[src/rtl/tlul_to_mem_device_if.sv]
`default_nettype none
// ============================================================================
// Module   : tlul_to_mem_device_if
// Brief    : TL-UL A/D channel pair plus req/gnt/rvalid memory port bundle.
// Revision : 1.0 - initial release
// ============================================================================
interface tlul_to_mem_device_if;
  // TL-UL A channel and D-channel ready (from xbar)
  logic        a_valid;
  logic [2:0]  a_opcode;
  logic [1:0]  a_size;
  logic [7:0]  a_source;
  logic [31:0] a_address;
  logic [3:0]  a_mask;
  logic [31:0] a_data;
  logic        d_ready;
  // TL-UL D channel and A-channel ready (to xbar)
  logic        d_valid;
  logic [2:0]  d_opcode;
  logic [2:0]  d_param;
  logic [1:0]  d_size;
  logic [7:0]  d_source;
  logic        d_sink;
  logic [31:0] d_data;
  logic        d_user;
  logic        d_error;
  logic        a_ready;
  // Memory port
  logic        req;
  logic        gnt;
  logic        we;
  logic [3:0]  be;
  logic [31:0] addr;
  logic [31:0] wdata;
  logic        rvalid;
  logic [31:0] rdata;
  logic        err;

  modport master (
    output a_valid, a_opcode, a_size, a_source, a_address, a_mask, a_data, d_ready,
    output gnt, rvalid, rdata, err,
    input  d_valid, d_opcode, d_param, d_size, d_source, d_sink, d_data, d_user, d_error, a_ready,
    input  req, we, be, addr, wdata
  );

  modport slave (
    input  a_valid, a_opcode, a_size, a_source, a_address, a_mask, a_data, d_ready,
    input  gnt, rvalid, rdata, err,
    output d_valid, d_opcode, d_param, d_size, d_source, d_sink, d_data, d_user, d_error, a_ready,
    output req, we, be, addr, wdata
  );
endinterface
`default_nettype wire

[src/rtl/tlul_to_mem_device.sv]
`default_nettype none
// ============================================================================
// Module   : tlul_to_mem_device
// Brief    : TL-UL device responder driving an in-order req/gnt/rvalid memory.
// Revision : 1.0 - initial release
// ============================================================================
module tlul_to_mem_device #(
  parameter int OUTSTANDING = 2
) (
  input  wire                   clk_i,
  input  wire                   rst_i,
  tlul_to_mem_device_if.slave   bus
);

  localparam int c_ptr_w = (OUTSTANDING > 1) ? $clog2(OUTSTANDING) : 1;
  localparam int c_cnt_w = $clog2(OUTSTANDING + 1);
  localparam int c_sum_w = $clog2(2 * OUTSTANDING);
  localparam logic [c_cnt_w-1:0] c_depth = c_cnt_w'(OUTSTANDING);

  logic [7:0]             r_src  [OUTSTANDING];
  logic [1:0]             r_size [OUTSTANDING];
  logic [31:0]            r_data [OUTSTANDING];
  logic [OUTSTANDING-1:0] r_is_get;
  logic [OUTSTANDING-1:0] r_filled;
  logic [OUTSTANDING-1:0] r_err;
  logic [c_ptr_w-1:0]     r_wptr;
  logic [c_ptr_w-1:0]     r_rptr;
  logic [c_cnt_w-1:0]     r_cnt;
  logic [c_cnt_w-1:0]     r_pend;

  logic [3:0]             w_span;
  logic                   w_opcode_ok;
  logic                   w_aligned;
  logic                   w_good;
  logic                   w_not_full;
  logic                   w_pend_zero;
  logic                   w_req;
  logic                   w_a_ready;
  logic                   w_push;
  logic                   w_push_good;
  logic                   w_fill;
  logic                   w_dvalid;
  logic                   w_pop;
  logic [c_sum_w-1:0]     w_sum;
  logic [c_ptr_w-1:0]     w_fill_idx;

  function automatic logic [c_ptr_w-1:0] f_inc(input logic [c_ptr_w-1:0] p);
    return (p == c_ptr_w'(OUTSTANDING - 1)) ? '0 : p + c_ptr_w'(1);
  endfunction

  // Byte lanes covered by the access; only meaningful when size/alignment are legal.
  always_comb begin
    w_span = 4'b1111;
    case (bus.a_size)
      2'd0:    w_span = 4'b0001 << bus.a_address[1:0];
      2'd1:    w_span = 4'b0011 << {bus.a_address[1], 1'b0};
      default: w_span = 4'b1111;
    endcase
  end

  assign w_opcode_ok = (bus.a_opcode == 3'd4) || (bus.a_opcode == 3'd0) || (bus.a_opcode == 3'd1);
  assign w_aligned   = (bus.a_size == 2'd0) ||
                       ((bus.a_size == 2'd1) && !bus.a_address[0]) ||
                       ((bus.a_size == 2'd2) && (bus.a_address[1:0] == 2'b00));
  assign w_good      = w_opcode_ok && (bus.a_size != 2'd3) && w_aligned &&
                       ((bus.a_mask & ~w_span) == 4'b0000) &&
                       !((bus.a_opcode == 3'd0) && (bus.a_mask != w_span));

  assign w_not_full  = (r_cnt != c_depth);
  assign w_pend_zero = (r_pend == '0);
  assign w_req       = bus.a_valid && w_good && w_not_full;
  // A bad request waits for the memory to drain so its error response stays in order.
  assign w_a_ready   = w_good ? (w_req && bus.gnt)
                              : (bus.a_valid && w_not_full && w_pend_zero);
  assign w_push      = bus.a_valid && w_a_ready;
  assign w_push_good = w_push && w_good;
  assign w_fill      = bus.rvalid && !w_pend_zero;
  assign w_dvalid    = (r_cnt != '0) && r_filled[r_rptr];
  assign w_pop       = w_dvalid && bus.d_ready;

  // Oldest unfilled slot sits pend entries behind the write pointer.
  always_comb begin
    w_sum = c_sum_w'(r_wptr) + c_sum_w'(OUTSTANDING) - c_sum_w'(r_pend);
    if (w_sum >= c_sum_w'(OUTSTANDING)) begin
      w_sum = w_sum - c_sum_w'(OUTSTANDING);
    end
    w_fill_idx = c_ptr_w'(w_sum);
  end

  always_ff @(posedge clk_i or posedge rst_i) begin
    if (rst_i) begin
      for (int i = 0; i < OUTSTANDING; i++) begin
        r_src[i]  <= '0;
        r_size[i] <= '0;
        r_data[i] <= '0;
      end
      r_is_get <= '0;
      r_filled <= '0;
      r_err    <= '0;
      r_wptr   <= '0;
      r_rptr   <= '0;
      r_cnt    <= '0;
      r_pend   <= '0;
    end else begin
      if (w_push) begin
        r_src[r_wptr]    <= bus.a_source;
        r_size[r_wptr]   <= bus.a_size;
        r_data[r_wptr]   <= '0;
        r_is_get[r_wptr] <= (bus.a_opcode == 3'd4);
        r_filled[r_wptr] <= !w_good;
        r_err[r_wptr]    <= !w_good;
        r_wptr           <= f_inc(r_wptr);
      end
      if (w_fill) begin
        r_filled[w_fill_idx] <= 1'b1;
        r_err[w_fill_idx]    <= bus.err;
        r_data[w_fill_idx]   <= r_is_get[w_fill_idx] ? bus.rdata : 32'h0;
      end
      if (w_pop) begin
        r_rptr <= f_inc(r_rptr);
      end
      case ({w_push, w_pop})
        2'b10:   r_cnt <= r_cnt + c_cnt_w'(1);
        2'b01:   r_cnt <= r_cnt - c_cnt_w'(1);
        default: r_cnt <= r_cnt;
      endcase
      case ({w_push_good, w_fill})
        2'b10:   r_pend <= r_pend + c_cnt_w'(1);
        2'b01:   r_pend <= r_pend - c_cnt_w'(1);
        default: r_pend <= r_pend;
      endcase
    end
  end

  assign bus.req      = w_req;
  assign bus.a_ready  = w_a_ready;
  assign bus.we       = (bus.a_opcode != 3'd4);
  assign bus.be       = bus.a_mask;
  assign bus.addr     = {bus.a_address[31:2], 2'b00};
  assign bus.wdata    = bus.a_data;

  assign bus.d_valid  = w_dvalid;
  assign bus.d_opcode = r_is_get[r_rptr] ? 3'd1 : 3'd0;
  assign bus.d_param  = 3'd0;
  assign bus.d_size   = r_size[r_rptr];
  assign bus.d_source = r_src[r_rptr];
  assign bus.d_sink   = 1'b0;
  assign bus.d_data   = r_data[r_rptr];
  assign bus.d_user   = 1'b0;
  assign bus.d_error  = r_err[r_rptr];

`ifndef SYNTHESIS
  a_rvalid_has_pend : assert property (@(posedge clk_i) disable iff (rst_i)
                                       !(bus.rvalid && (r_pend == '0)))
    else $warning("rvalid_i without a pending request was dropped");
`endif

endmodule
`default_nettype wire

[src/flat_wrapper.sv]
// flat-port wrapper written by rule: the top's interface ports become plain ports
module tlul_to_mem_device_flat 
#(
  parameter int OUTSTANDING = 2
)
  (clk_i, rst_i, bus_a_valid, bus_a_opcode, bus_a_size, bus_a_source, bus_a_address, bus_a_mask, bus_a_data, bus_d_ready, bus_gnt, bus_rvalid, bus_rdata, bus_err, bus_d_valid, bus_d_opcode, bus_d_param, bus_d_size, bus_d_source, bus_d_sink, bus_d_data, bus_d_user, bus_d_error, bus_a_ready, bus_req, bus_we, bus_be, bus_addr, bus_wdata);
  tlul_to_mem_device_if bus_i ();
  input  wire clk_i;
  input  wire rst_i;
  input wire logic [$bits(bus_i.a_valid)-1:0] bus_a_valid;
  input wire logic [$bits(bus_i.a_opcode)-1:0] bus_a_opcode;
  input wire logic [$bits(bus_i.a_size)-1:0] bus_a_size;
  input wire logic [$bits(bus_i.a_source)-1:0] bus_a_source;
  input wire logic [$bits(bus_i.a_address)-1:0] bus_a_address;
  input wire logic [$bits(bus_i.a_mask)-1:0] bus_a_mask;
  input wire logic [$bits(bus_i.a_data)-1:0] bus_a_data;
  input wire logic [$bits(bus_i.d_ready)-1:0] bus_d_ready;
  input wire logic [$bits(bus_i.gnt)-1:0] bus_gnt;
  input wire logic [$bits(bus_i.rvalid)-1:0] bus_rvalid;
  input wire logic [$bits(bus_i.rdata)-1:0] bus_rdata;
  input wire logic [$bits(bus_i.err)-1:0] bus_err;
  output wire logic [$bits(bus_i.d_valid)-1:0] bus_d_valid;
  output wire logic [$bits(bus_i.d_opcode)-1:0] bus_d_opcode;
  output wire logic [$bits(bus_i.d_param)-1:0] bus_d_param;
  output wire logic [$bits(bus_i.d_size)-1:0] bus_d_size;
  output wire logic [$bits(bus_i.d_source)-1:0] bus_d_source;
  output wire logic [$bits(bus_i.d_sink)-1:0] bus_d_sink;
  output wire logic [$bits(bus_i.d_data)-1:0] bus_d_data;
  output wire logic [$bits(bus_i.d_user)-1:0] bus_d_user;
  output wire logic [$bits(bus_i.d_error)-1:0] bus_d_error;
  output wire logic [$bits(bus_i.a_ready)-1:0] bus_a_ready;
  output wire logic [$bits(bus_i.req)-1:0] bus_req;
  output wire logic [$bits(bus_i.we)-1:0] bus_we;
  output wire logic [$bits(bus_i.be)-1:0] bus_be;
  output wire logic [$bits(bus_i.addr)-1:0] bus_addr;
  output wire logic [$bits(bus_i.wdata)-1:0] bus_wdata;
  assign bus_i.a_valid = bus_a_valid;
  assign bus_i.a_opcode = bus_a_opcode;
  assign bus_i.a_size = bus_a_size;
  assign bus_i.a_source = bus_a_source;
  assign bus_i.a_address = bus_a_address;
  assign bus_i.a_mask = bus_a_mask;
  assign bus_i.a_data = bus_a_data;
  assign bus_i.d_ready = bus_d_ready;
  assign bus_i.gnt = bus_gnt;
  assign bus_i.rvalid = bus_rvalid;
  assign bus_i.rdata = bus_rdata;
  assign bus_i.err = bus_err;
  assign bus_d_valid = bus_i.d_valid;
  assign bus_d_opcode = bus_i.d_opcode;
  assign bus_d_param = bus_i.d_param;
  assign bus_d_size = bus_i.d_size;
  assign bus_d_source = bus_i.d_source;
  assign bus_d_sink = bus_i.d_sink;
  assign bus_d_data = bus_i.d_data;
  assign bus_d_user = bus_i.d_user;
  assign bus_d_error = bus_i.d_error;
  assign bus_a_ready = bus_i.a_ready;
  assign bus_req = bus_i.req;
  assign bus_we = bus_i.we;
  assign bus_be = bus_i.be;
  assign bus_addr = bus_i.addr;
  assign bus_wdata = bus_i.wdata;
  tlul_to_mem_device #(.OUTSTANDING(OUTSTANDING)) u_core (.clk_i(clk_i), .rst_i(rst_i), .bus(bus_i));
endmodule
[config.mk]
export PLATFORM = sky130hd
export DESIGN_NAME = tlul_to_mem_device_flat
export DESIGN_NICKNAME = d
export VERILOG_FILES = /design/src/rtl/tlul_to_mem_device_if.sv /design/src/rtl/tlul_to_mem_device.sv /design/src/flat_wrapper.sv
export SDC_FILE = /design/constraint.sdc
export NUM_CORES = 1
export LEC_CHECK = 0
export CORE_MARGIN = 1.5
export CORE_UTILIZATION = 45
export CTS_BUF_LIST = sky130_fd_sc_hd__clkbuf_4
export DETAILED_ROUTE_END_ITERATION = 10
export PLACE_DENSITY = 0.92
export SLEW_MARGIN = 20
export SYNTH_ARGS = -nofsm -noshare
export SYNTH_HDL_FRONTEND = slang
export SYNTH_SLANG_ARGS = --single-unit
[constraint.sdc]
create_clock -name clk_i -period 6.2 [get_ports clk_i]
set_input_delay 0.62 -clock clk_i [delete_from_list [all_inputs] [get_ports clk_i]]
set_output_delay 0.62 -clock clk_i [all_outputs]
set_load 0.01 [all_outputs]
==> impl_metrics.tcl <==
set metrics [dict create \
    cp.required_ns 5.58 \
    drt-pass1-iter-count 4 \
    synth_top_area_share 0.481 \
    final-hold-violation-count 0 \
    final_cell_area_sq_mm 0.00583 \
    cts_sinks 96 \
    fin_crit_ns 4.02 \
    overflow 0 \
    start_util 0.461 \
    fin_util 0.538 \
    rsz0062_at_grt "false" \
    ctsHoldBuffers 0 \
    slew_headroom 0.286 \
    cts_buffers 9 \
    synth.avg_cell_area_sq_um 12.1 \
    regArea_sq_mm 0.00241 \
    irDropWorstVdd_mv 0.239 \
    drcViolationCount 0 \
    dieArea_sq_mm 0.0117 \
    finalSetupTns_ns 0 \
    slew_viol_final 0 \
    port-buffer-count 109 \
    path_class "in -> out" \
    placed_area_sq_mm 0.00570 \
    synth-edff-count 0 \
    p_leak_nw 2.64 \
    multi_input_area_sq_mm 0.00196 \
    ys_seq_elements 96 \
    grtUsageTotal 0.190 \
    first_iter_violations 191 \
    coreArea_sq_mm 0.0108 \
    wl_per_cell_microns 18.8 \
    insertion_delay_ns 0.43 \
    fmax_ghz 0.249 \
    grt_max_degree 57 \
    ys_seq_area_frac 0.481 \
    worst_pin_slew_ns 1.07 \
    grt_pass1_wl_mm 17.2 \
    cp.arrival_ns 3.40 \
    diodes 0 \
    syn_area_sq_mm 0.00499 \
    skew_ns 0.0206 \
    cts_tree "yes" \
    nFillCells 929 \
    root_buffer "clkbuf_4" \
    yosys.area.top_type "dfrtp_1" \
    path_clk_slew_ns 0.14 \
    area_delta_synth_final_pct 16.7 \
    cts_resized 0 \
    netlist_instances 414 \
    power.total_w 0.00256 \
    synthTopCellsByArea "dfrtp_1, mux2_2, buf_4, a22o_1, mux2_4" \
    hold_class "reg -> reg" \
    synth_warnings 0 \
    fin_nets 577 \
    vias_per_cell 5.56 \
    io_pins 243 \
    start_kind "primary input" \
    netlist-cell-type-count 40 \
    rows 38 \
    cts.htree.levels 3 \
    dieHeight_microns 108 \
    endpoint_kind "output port" \
    wirelength_mm 11.2 \
    post_cts_buffers 0 \
    postRouteAntennaNets 0 \
    hpwlAfterDp_mm 7.50 \
    period_share 0.649 \
    synthArstFlopShare 1.00 \
    drive_gt1_frac 0.207 \
    globalplace.congestion 0.840 \
    status "complete, no violations" \
    cts_buffer_depth 2 \
    setup_viol 0 \
    antenna_found_initial 0 \
    synthFlopType "dfrtp_1" \
    drv_cap 0 \
    fp.dieW_microns 108 \
    cp_max_fo 6 \
    p_per_area_mw_per_mm2 440 \
    first_global_vias 3422 \
    vias 3310 \
]
-- kinds of logic (layout without fill, tap and decap cells) --
family	after synthesis	after routing	synth area share
buffers and inverters	103	136	0.137
other	1	9	0.000751
and+or+nand+nor	48	48	0.0501
DFF	96	96	0.481
muxes	67	67	0.158
adders and majority gates	6	6	0.0150
xor gates and xnor gates	10	10	0.0175
AOI/OAI and AO/OA	83	83	0.140
-- power by group --
group	total, W	internal, W	switching (W)
Combinational	0.00115	0.000688	0.000465
Clock	0.000321	0.000128	0.000193
Sequential	0.00109	0.000864	0.000227
Total	0.00256	0.00168	0.000885
-- flip-flops by register name, indices dropped and copies added, names as in the netlist, 2 cells and up --
signal	count
u_core.r_is_get	2
u_core.r_filled	2
u_core.r_cnt	2
u_core.r_size	4
u_core.r_data	64
u_core.r_src	16
u_core.r_err	2
u_core.r_pend	2
-- per-layer routing --
| metal | part of all wire | vias up | GRT usage | routed length [microns] |
|---|---|---|---|---|
| met1 | 0.42 | 1651 | 0.239 | 4690 |
| met5 | 0 | - | 0 | 0 |
| met3 | 0.075 | 46 | 0.0476 | 845 |
| met4 | 0.036 | 0 | 0.107 | 404 |
| li1 | - | 1474 | - | - |
| met2 | 0.47 | 139 | 0.299 | 5270 |
-- through the flow --
step,instances,worst slack (ns),hold slack [ns]
6_report,595,2.18,0.508
5_1_grt,595,1.94,0.529
4_1_cts,595,2.16,0.514
3_5_place_dp,580,2.09,0.476
3_3_place_gp,580,2.21,0.468
2_1_floorplan,422,3.07,0.459
-- cell usage after synthesis (all sizes together), types with 6 or more instances --
master  count
nand2       6
xnor2       6
ha          6
buf        83
mux2       66
clkbuf     14
dfrtp      96
nor2       20
a22o       64
a21oi       6
inv         6
-- area by class of cell --
cell class	instances	area share
clock buffer	11	0.0142
multi-input combinational	223	0.336
inverter	6	0.00429
clock inverter	4	0.00795
timing repair buffer	115	0.195
sequential	96	0.413
tap	140	0.0301
-- critical path: stages --
cell             delay [ns]
clkdlybuf4s50_1        0.56
nor2_1                 0.09
o21ba_2                0.20
ha_1                   0.26
nand4_1                0.15
a2111oi_2              0.51
nand4_1                0.23
o21a_1                 0.20
inv_1                  0.06
clkdlybuf4s50_1        0.52
-- placed cells by master (no fill, tap or decap), drive strengths merged, types with 9 or more instances in the layout --
cell and n:
a22o 64, clkdlybuf4s50 109, nor2 20, clkbuf 11, mux2 66, conb 9
dfrtp 96
-- worst paths after layout --
kind,to,slack [ns],cells past startpoint,start
max reg2reg,u_core.r_data[50]$_DFF_PP0_,3.77,5,u_core.r_pend[0]$_DFFE_PP0P_
max,bus_a_ready,2.18,10,bus_a_size[0]
min in group asynchronous,u_core.r_size[1]$_DFFE_PP0P_,0.56,2,rst_i
min reg2reg,u_core.r_size[1]$_DFFE_PP0P_,0.51,1,u_core.r_size[1]$_DFFE_PP0P_
max in group asynchronous,u_core.r_data[50]$_DFF_PP0_,4.52,3,rst_i
min,u_core.r_size[1]$_DFFE_PP0P_,0.51,1,u_core.r_size[1]$_DFFE_PP0P_
Power figures use the tool's default switching activity.
